$ cat config.mk
export PLATFORM = sky130hd
export DESIGN_NAME = simon_serial_host
export DESIGN_NICKNAME = d
export VERILOG_FILES = /design/src/rtl/simon_serial_host.sv
export SDC_FILE = /design/constraint.sdc
export NUM_CORES = 1
export LEC_CHECK = 0
export ABC_AREA = 1
export CAP_MARGIN = 20
export CORE_ASPECT_RATIO = 0.8
export CORE_UTILIZATION = 53
export CTS_CLUSTER_DIAMETER = 200
export DETAILED_ROUTE_END_ITERATION = 7
export PLACE_DENSITY = 0.8
export REMOVE_ABC_BUFFERS = 1
export SLEW_MARGIN = 20
export SYNTH_ARGS = -nofsm -noshare
export SYNTH_HDL_FRONTEND = slang
export SYNTH_SLANG_ARGS = --single-unit
$ cat constraint.sdc
create_clock -name clk -period 2.3 [get_ports clk]
set_clock_uncertainty 0.15 [all_clocks]
set_input_delay 0.23 -clock clk [delete_from_list [all_inputs] [get_ports clk]]
set_output_delay 0.23 -clock clk [all_outputs]
set_load 0.03 [all_outputs]
$ cat src/rtl/simon_serial_host.sv
// Host-side driver for the SIMON serial core port.
// Serialises a plaintext (and optionally a key) into the core's data_rdy
// command protocol, then collects the serial ciphertext returned under
// core_valid and presents it as a parallel word with a done pulse.
//
// Ports:
//   clk, reset        - rising-edge clock, synchronous active-high reset
//   start, load_key   - request pulse (sampled in IDLE) and key-load select
//   plaintext, key    - request payload, captured on an accepted start
//   busy, done        - transaction in flight / one-cycle completion pulse
//   timeout           - sticky abort flag, cleared by the next accepted start
//   ciphertext        - last captured result
//   core_data_rdy     - command to core: 0 idle, 1 plaintext, 2 key, 3 encrypt
//   core_data_in      - serial data bit to core, LSB first
//   core_debug        - debug select, fixed to ciphertext return
//   core_cipher_out   - serial ciphertext bit from core
//   core_valid        - qualifies core_cipher_out
module simon_serial_host #(
    parameter int unsigned BLOCK_W     = 32,
    parameter int unsigned KEY_W       = 64,
    parameter int unsigned TIMEOUT_CYC = 1024
) (
    input  logic               clk,
    input  logic               reset,
    input  logic               start,
    input  logic               load_key,
    input  logic [BLOCK_W-1:0] plaintext,
    input  logic [KEY_W-1:0]   key,
    output logic               busy,
    output logic               done,
    output logic               timeout,
    output logic [BLOCK_W-1:0] ciphertext,
    output logic [1:0]         core_data_rdy,
    output logic               core_data_in,
    output logic               core_debug,
    input  logic               core_cipher_out,
    input  logic               core_valid
);

    localparam int unsigned MAX_AB = (BLOCK_W > KEY_W) ? BLOCK_W : KEY_W;
    localparam int unsigned MAX_N  = (MAX_AB > TIMEOUT_CYC) ? MAX_AB : TIMEOUT_CYC;
    localparam int unsigned CNT_W  = $clog2(MAX_N) + 1;

    localparam logic [CNT_W-1:0] PT_LAST  = CNT_W'(BLOCK_W - 1);
    localparam logic [CNT_W-1:0] KEY_LAST = CNT_W'(KEY_W - 1);
    localparam logic [CNT_W-1:0] TO_LAST  = CNT_W'(TIMEOUT_CYC - 1);
    localparam logic [CNT_W-1:0] CNT_ONE  = CNT_W'(1);

    localparam logic [1:0] RDY_IDLE = 2'd0;
    localparam logic [1:0] RDY_PT   = 2'd1;
    localparam logic [1:0] RDY_KEY  = 2'd2;
    localparam logic [1:0] RDY_ENC  = 2'd3;

    typedef enum logic [2:0] {
        ST_IDLE,
        ST_LOAD_PT,
        ST_LOAD_KEY,
        ST_ENCRYPT,
        ST_DONE
    } state_e;

    state_e             state_q, state_d;
    logic [BLOCK_W-1:0] pt_shift_q, pt_shift_d;
    logic [KEY_W-1:0]   key_shift_q, key_shift_d;
    logic               lk_q, lk_d;
    logic [BLOCK_W-1:0] ct_shift_q, ct_shift_d;
    logic [CNT_W-1:0]   bit_cnt_q, bit_cnt_d;
    logic [CNT_W-1:0]   wait_cnt_q, wait_cnt_d;
    logic               busy_q, busy_d;
    logic               done_q, done_d;
    logic               timeout_q, timeout_d;
    logic [BLOCK_W-1:0] ciphertext_q, ciphertext_d;
    logic [1:0]         rdy_q, rdy_d;
    logic               data_in_q, data_in_d;

    // State and output registers
    always_ff @(posedge clk) begin
        if (reset) begin
            state_q      <= ST_IDLE;
            pt_shift_q   <= '0;
            key_shift_q  <= '0;
            lk_q         <= 1'b0;
            ct_shift_q   <= '0;
            bit_cnt_q    <= '0;
            wait_cnt_q   <= '0;
            busy_q       <= 1'b0;
            done_q       <= 1'b0;
            timeout_q    <= 1'b0;
            ciphertext_q <= '0;
            rdy_q        <= RDY_IDLE;
            data_in_q    <= 1'b0;
        end else begin
            state_q      <= state_d;
            pt_shift_q   <= pt_shift_d;
            key_shift_q  <= key_shift_d;
            lk_q         <= lk_d;
            ct_shift_q   <= ct_shift_d;
            bit_cnt_q    <= bit_cnt_d;
            wait_cnt_q   <= wait_cnt_d;
            busy_q       <= busy_d;
            done_q       <= done_d;
            timeout_q    <= timeout_d;
            ciphertext_q <= ciphertext_d;
            rdy_q        <= rdy_d;
            data_in_q    <= data_in_d;
        end
    end

    // Next state. Outputs are computed for the state being entered so that
    // the registered command and data bit line up with the registered state.
    always_comb begin
        state_d      = state_q;
        pt_shift_d   = pt_shift_q;
        key_shift_d  = key_shift_q;
        lk_d         = lk_q;
        ct_shift_d   = ct_shift_q;
        bit_cnt_d    = bit_cnt_q;
        wait_cnt_d   = wait_cnt_q;
        busy_d       = busy_q;
        done_d       = 1'b0;
        timeout_d    = timeout_q;
        ciphertext_d = ciphertext_q;
        rdy_d        = RDY_IDLE;
        data_in_d    = 1'b0;

        unique case (state_q)
            ST_IDLE: begin
                busy_d = 1'b0;
                if (start) begin
                    pt_shift_d  = plaintext;
                    key_shift_d = key;
                    lk_d        = load_key;
                    ct_shift_d  = '0;
                    bit_cnt_d   = '0;
                    wait_cnt_d  = '0;
                    timeout_d   = 1'b0;
                    busy_d      = 1'b1;
                    rdy_d       = RDY_PT;
                    data_in_d   = plaintext[0];
                    state_d     = ST_LOAD_PT;
                end
            end

            ST_LOAD_PT: begin
                if (bit_cnt_q == PT_LAST) begin
                    bit_cnt_d = '0;
                    if (lk_q) begin
                        rdy_d     = RDY_KEY;
                        data_in_d = key_shift_q[0];
                        state_d   = ST_LOAD_KEY;
                    end else begin
                        rdy_d      = RDY_ENC;
                        wait_cnt_d = '0;
                        state_d    = ST_ENCRYPT;
                    end
                end else begin
                    bit_cnt_d  = bit_cnt_q + CNT_ONE;
                    pt_shift_d = pt_shift_q >> 1;
                    rdy_d      = RDY_PT;
                    data_in_d  = pt_shift_q[1];
                end
            end

            ST_LOAD_KEY: begin
                if (bit_cnt_q == KEY_LAST) begin
                    bit_cnt_d  = '0;
                    wait_cnt_d = '0;
                    rdy_d      = RDY_ENC;
                    state_d    = ST_ENCRYPT;
                end else begin
                    bit_cnt_d   = bit_cnt_q + CNT_ONE;
                    key_shift_d = key_shift_q >> 1;
                    rdy_d       = RDY_KEY;
                    data_in_d   = key_shift_q[1];
                end
            end

            ST_ENCRYPT: begin
                rdy_d = RDY_ENC;
                if (core_valid) begin
                    // LSB-first return: each new bit enters at the MSB
                    ct_shift_d = {core_cipher_out, ct_shift_q[BLOCK_W-1:1]};
                    wait_cnt_d = '0;
                    if (bit_cnt_q == PT_LAST) begin
                        bit_cnt_d    = '0;
                        ciphertext_d = ct_shift_d;
                        done_d       = 1'b1;
                        busy_d       = 1'b0;
                        rdy_d        = RDY_IDLE;
                        state_d      = ST_DONE;
                    end else begin
                        bit_cnt_d = bit_cnt_q + CNT_ONE;
                    end
                end else if (wait_cnt_q == TO_LAST) begin
                    // Abort: keep previous ciphertext, flag and return idle
                    bit_cnt_d  = '0;
                    wait_cnt_d = '0;
                    timeout_d  = 1'b1;
                    done_d     = 1'b1;
                    busy_d     = 1'b0;
                    rdy_d      = RDY_IDLE;
                    state_d    = ST_IDLE;
                end else begin
                    wait_cnt_d = wait_cnt_q + CNT_ONE;
                end
            end

            ST_DONE: begin
                busy_d  = 1'b0;
                state_d = ST_IDLE;
            end

            default: begin
                state_d = ST_IDLE;
            end
        endcase
    end

    assign busy          = busy_q;
    assign done          = done_q;
    assign timeout       = timeout_q;
    assign ciphertext    = ciphertext_q;
    assign core_data_rdy = rdy_q;
    assign core_data_in  = data_in_q;
    assign core_debug    = 1'b0;

endmodule

==> results_dict.tcl, run 1 <==
set metrics [dict create \
    report.final.setup_viol 0 \
    timing.reg2reg.worst_path_depth 9 \
    io_buffers 139 \
    path_class "flop to flop" \
    floorplan.rows 40 \
    final_routed_wire_length_divided_by_cell_count_um 12.8 \
    post-dp-hpwl_um 12700 \
    die-height_um 115 \
    via_per_inst 5.09 \
    synth_top_cell_by_area "dfxtp_1" \
    ys_types 32 \
    worst_r2r_startpoint "bit_cnt_q[0]$_SDFFE_PP0P_" \
    floorplan.die_area_um2 16500 \
    area.growth.synth_to_final_pct 24.2 \
    finalHoldViolCount 0 \
    clkLatencyLatePin_ns 0.43 \
    final_layout_size_suffix_gt1_share_pct 6.31 \
    cts-hold-fix-buffers 0 \
    cp_max_fo 31 \
    run_status "completed" \
    postRouteAntennaNets 0 \
    count_of_mapped_cells_out_of_synthesis 1267 \
    worst_case_clock_buffer_depth 2 \
    regToRegSetupSlack_ns 0.25 \
    dpl_worst_slack_ns 0.133 \
    vdd_ir_drop_max_v 0.000474 \
    io_pins 141 \
    finalCoreUtilization_pct 68.7 \
    route.vias.total 8076 \
    required_time_worst_endpoint_ns 2.48 \
    clkSlewWorstSetupHoldPaths_ns 0.08 \
    final_total_pwr_mw 7.68 \
    timing.critical_path.cells "ha_1 > nand3_2 > inv_2 > nand3_2 > nand2_1 > nand2_2 > clkinv_2 > nor2_1 > nor2_1" \
    slew_violations 0 \
    cts_tree "built" \
    period_needed_ns 2.05 \
    die_x_um 143 \
    grt_pass1_vias 7378 \
    replace_congestion 0.866 \
    synth-seq-cells 190 \
    grt_setup_unrepaired "false" \
    first_pass_grt_wire_length_um 33900 \
    cts-htree-levels 4 \
    slowest_stage_delay_cp_ns 0.34 \
    period_share_pct 89.0 \
    syn_area_per_cell_um2 6.69 \
    firstDrtPassIters 5 \
    yosysWarningCount 0 \
    critical_path.startpoint "bit_cnt_q[0]$_SDFFE_PP0P_" \
    grt_max_degree 64 \
    cts-root-buf "clkbuf_16" \
    final_net_count 1469 \
    power-per-cell-area_nw_per_um2 730 \
    whs_ns 0.239 \
    max_freq_mhz 488 \
    fill_cells 1382 \
    drt-initial-drc-count 476 \
    area_contributors_post_synth "dfxtp_1 (45%), nand2_1 (17%), nor2_1 (12%), o21ai_1 (5.5%), a21oi_1 (4.7%)" \
    place_inst 1556 \
    slew_headroom_pct 55.5 \
    grt.total_usage_pct 25.4 \
    worstSetupEndpointType "flop" \
    worst-slew-pin-transition_ns 0.667 \
    worstPathArrival_ns 2.23 \
    cts_resized 0 \
    netlist.area_leader.share_pct 44.9 \
    mappedNetlistArea_um2 8470 \
    final.setup.worst_slack_ns 0.252 \
    cts.sink_count 190 \
    postCtsSetupBuffers 0 \
    synth_seq_area_share_pct 44.9 \
    instances_no_fill 1588 \
    leakage_nw 4.49 \
    cp_slowest_cell "dfxtp_1" \
    core-area_um2 15300 \
    detail_route.drc_violations 0 \
    r2r-end "pt_shift_q[5]$_SDFFE_PP0P_" \
    start_util_pct 55.3 \
    drv_cap 0 \
    hold_path.class "input port to flop" \
    antenna_violations_before_repair 0 \
    tritoncts.num_buffers 17 \
    grt_remaining_overflow 0 \
    capturing_element_of_the_worst_setup_path "pt_shift_q[5]$_SDFFE_PP0P_" \
    setup.worst_path.start_class "flop" \
    totalWireLength_um 20200 \
    antenna_cells_inserted 0 \
]
-- per-layer routing --
metal	vias to the layer above	GRT usage, %	part of all wire [%]
met5	-	0	0
met4	0	7.52	1.3
met3	20	5.08	4.8
met2	185	41.5	45
met1	3638	34.1	49
li1	4233	-	-
-- power by group --
part           switching, mW  internal [mW]
logic                  0.596          0.439
registers              0.136           3.54
clock network           1.48           1.49
-- kinds of logic after synthesis --
family          synth area share [%]
compound gates                  15.2
xor+xnor                       0.620
fa+ha+maj                      0.295
buf+inv                         6.81
flops                           44.9
other cells                   0.0443
simple gates                    32.2
-- placed cells by master (no fill, tap or decap), drive strengths merged, types with 17 or more instances in the layout --
cell / instances
nor2: 268
inv: 47
o21ai: 167
clkdlybuf4s50: 138
clkbuf: 17
nand3: 29
dfxtp: 190
a21oi: 80
nand2: 382
buf: 21
-- synthesized netlist by cell type (all sizes together) --
library cell	n
a21oi	80
conb	1
or2	1
o21bai	2
o21ai	167
nor2	268
nand4	6
nand3	29
inv	41
ha	2
xnor2	2
xor2	4
nor3	8
clkbuf	46
a21o	2
dfxtp	190
a22oi	2
nand2	382
buf	34
-- per-stage QoR --
step | area (um^2) | TNS [ns]
CTS | 10500 | 0
global route | 10500 | 0
floorplan | 8050 | -143.08
global placement | 9910 | 0
detailed placement | 9910 | 0
finish | 10500 | 0
-- critical path, delay by kind of cell (launching register included) --
family | cells | cell delay (ns)
flops | 1 | 0.34
buf+inv | 2 | 0.38
fa+ha+maj | 1 | 0.25
simple gates | 6 | 0.80
-- registers in the layout, indices dropped and copies added (netlist names) --
register and flops:
key_shift_q 64, state_q 3, core_data_rdy 2, busy 1, pt_shift_q 31, bit_cnt_q 11, ct_shift_q 31, lk_q 1
wait_cnt_q 11, ciphertext 32, core_data_in 1, timeout 1, done 1
-- final cells by class --
| class | count | area (um^2) | area share, % |
|---|---|---|---|
| multi-input cells | 956 | 4100 | 38.9 |
| inverters | 41 | 159 | 1.51 |
| repair buffers | 159 | 1590 | 15.1 |
| well taps | 210 | 263 | 2.50 |
| clock buffers | 17 | 425 | 4.04 |
| clock inverters | 15 | 188 | 1.78 |
| flip-flops and latches | 190 | 3800 | 36.2 |
-- how the worst min path moves through the flow --
stage                                start                          end  slack (ns)  cells after the start
2_1_floorplan                        reset    bit_cnt_q[2]$_SDFFE_PP0P_        0.15                      1
3_3_place_gp   pt_shift_q[31]$_SDFFE_PP0P_  pt_shift_q[31]$_SDFFE_PP0P_        0.30                      2
3_5_place_dp   pt_shift_q[31]$_SDFFE_PP0P_  pt_shift_q[31]$_SDFFE_PP0P_        0.31                      2
4_1_cts                      plaintext[31]  pt_shift_q[31]$_SDFFE_PP0P_        0.22                      3
5_1_grt                              reset      state_q[0]$_SDFFE_PP0P_        0.26                      3
6_report                   core_cipher_out  ciphertext[31]$_SDFFE_PP0P_        0.24                      3
(Power assumes the default switching activity.)
==> run 2: changes to the inputs <==
CORE_UTILIZATION = 55   (was 53)
CTS_BUF_LIST = sky130_fd_sc_hd__clkbuf_4   (was default)
PLACE_DENSITY = 0.82   (was 0.8)
==> run 2 against run 1 <==
  * Worst hold slack worse by 0.18 ns
  * Clock-buffer cell count stayed put
  * Maximum frequency is 3.5% lower
  * Sequential share of layout area is 1.1 points higher
  * Sequential cell count stayed put
  * Largest power group unchanged
  * Clock power is 37% lower
  * Die area is 3.6% lower
  * Highest routed layer unchanged
  * Power fell by 15%
  * Via count is 0.52% higher
==> results_dict.tcl, run 2 (synthesized netlist as in run 1, its figures left out) <==
set metrics [dict create \
    run_status "completed" \
    clkSlewWorstSetupHoldPaths_ns 0.17 \
    die-height_um 113 \
    worst_r2r_startpoint "bit_cnt_q[0]$_SDFFE_PP0P_" \
    io_buffers 139 \
    grt_setup_unrepaired "false" \
    period_needed_ns 2.12 \
    worst-slew-pin-transition_ns 0.642 \
    worstSetupEndpointType "flop" \
    timing.reg2reg.worst_path_depth 9 \
    slew_violations 0 \
    grt_remaining_overflow 0 \
    grt.total_usage_pct 25.4 \
    drt-initial-drc-count 587 \
    final_cell_mix "nand2_1 (378), nor2_1 (262), dfxtp_1 (190)" \
    tritoncts.num_buffers 17 \
    p_switching_mw 2.06 \
    finalCoreUtilization_pct 68.0 \
    postCtsSetupBuffers 0 \
    fin_tns_setup_ns 0 \
    slowest_stage_delay_cp_ns 0.40 \
    vdd_ir_drop_max_v 0.000507 \
    cts_resized 0 \
    pwr-share-comb_pct 15.5 \
    max_flop_register "key_shift_q" \
    report.final.setup_viol 0 \
    antenna_cells_inserted 0 \
    slew_headroom_pct 57.2 \
    regToRegSetupSlack_ns 0.18 \
    cp_max_fo 31 \
    via_per_inst 5.17 \
    max_freq_mhz 471 \
    period_share_pct 92.2 \
    final_net_count 1472 \
    internal_power_component_mw 4.50 \
    setup.worst_path.start_class "flop" \
    cts_tree "built" \
    clkLatencyLatePin_ns 0.61 \
    dpl_worst_slack_ns 0.184 \
    r2r-end "pt_shift_q[31]$_SDFFE_PP0P_" \
    postRouteAntennaNets 0 \
    required_time_worst_endpoint_ns 2.67 \
    totalWireLength_um 19500 \
    worst_case_clock_buffer_depth 2 \
    final.setup.worst_slack_ns 0.178 \
    first_pass_grt_wire_length_um 33100 \
    power-per-cell-area_nw_per_um2 642 \
    number_of_flip_flops_under_the_largest_register_name 64 \
    core-area_um2 15000 \
    timing.hold.worst_path_depth 3 \
    drv_cap 0 \
    instances_no_fill 1570 \
    fill_cells 1318 \
    worstPathArrival_ns 2.49 \
    firstDrtPassIters 5 \
    antenna_violations_before_repair 0 \
    cp_slowest_cell "dfxtp_1" \
    final_routed_wire_length_divided_by_cell_count_um 12.4 \
    detail_route.drc_violations 0 \
    floorplan.rows 40 \
    cts-root-buf "clkbuf_4" \
    grt_max_degree 64 \
    ff_latch_area_um2 3800 \
    end_of_the_worst_hold_path "core_data_rdy[0]$_SDFF_PP0_" \
    worstHoldStart "reset" \
    io_pins 141 \
    layout.cells.most_common "nand2_1" \
    cts-hold-fix-buffers 0 \
    area_of_the_multi_input_gates_um2 4100 \
    switching_share_pct 31.4 \
    finalHoldViolCount 0 \
    timing.critical_path.cells "ha_1 > nand3_2 > inv_2 > nand3_2 > nand2_1 > nand2_2 > inv_2 > nand2_1 > a21oi_1" \
    floorplan.die_area_um2 15900 \
    hold_path.class "input port to flop" \
    path_class "flop to flop" \
    area.growth.synth_to_final_pct 20.5 \
    start_util_pct 56.4 \
    grt_pass1_vias 7243 \
    post-dp-hpwl_um 12600 \
    place_inst 1538 \
    power_frac_clock_pct 28.4 \
    cts-htree-levels 4 \
    power_frac_seq_pct 56.1 \
    replace_congestion 0.876 \
    final_layout_size_suffix_gt1_share_pct 6.52 \
    route.vias.total 8118 \
    leakage_nw 4.37 \
    die_x_um 141 \
    cts.sink_count 190 \
]
==> run 2: cell count changes in the layout (fill, tap and decap cells not counted), moves of 2 or more <==
cell	delta
clkbuf_16	-17
clkbuf_4	+17
buf_4	+4
inv_8	-2
clkinv_8	+3
==> run 2: worst max-delay path by stage <==
stage	start	endpoint	slack, ns	depth (start not counted)
after floorplan	state_q[0]$_SDFFE_PP0P_	key_shift_q[0]$_SDFFE_PP0P_	-1.87	8
after global placement	start	key_shift_q[32]$_SDFFE_PP0P_	0.21	9
after detailed placement	start	key_shift_q[31]$_SDFFE_PP0P_	0.18	9
after CTS	bit_cnt_q[0]$_SDFFE_PP0P_	pt_shift_q[31]$_SDFFE_PP0P_	0.17	9
after global routing	bit_cnt_q[1]$_SDFFE_PP0P_	key_shift_q[1]$_SDFFE_PP0P_	0.03	8
final	bit_cnt_q[0]$_SDFFE_PP0P_	pt_shift_q[31]$_SDFFE_PP0P_	0.18	9
==> run 2: area by class of cell <==
cell class	instances	area share, %
flip-flops and latches	190	37.3
repair buffers	162	15.6
inverters	41	1.54
clock inverters	15	1.90
well taps	189	2.32
clock buffers	17	1.25
multi-input cells	956	40.1
==> run 2: critical path, delay by kind of cell, from the launching register on <==
family	cells	cell delay [ns]
simple gates	5	0.60
buf+inv	2	0.49
flops	1	0.40
fa+ha+maj	1	0.24
compound gates	1	0.15
==> run 2: power groups by stage <==
stage | Combinational, mW | Clock, mW | Sequential [mW]
2_1_floorplan | 0.621 | 0 | 3.72
3_3_place_gp | 0.999 | 0 | 3.73
3_5_place_dp | 1.02 | 0 | 3.74
4_1_cts | 1.02 | 1.90 | 3.67
5_1_grt | 1.16 | 2.04 | 3.71
6_report | 1.02 | 1.86 | 3.67
==> run 2: metrics by stage <==
stage | cell area [um^2] | hold WS (ns) | power (mW)
floorplan | 8050 | 0.149 | 4.34
global placement | 9890 | 0.301 | 4.73
detailed placement | 9890 | 0.312 | 4.76
CTS | 10200 | 0.0234 | 6.60
global route | 10200 | 0.0518 | 6.91
finish | 10200 | 0.0590 | 6.55
==> run 2: layer usage <==
layer	routed length (um)	global-route usage [%]
met2	8880	41.8
met3	1130	6.18
met1	9330	33.7
met4	177	5.58
met5	0	0
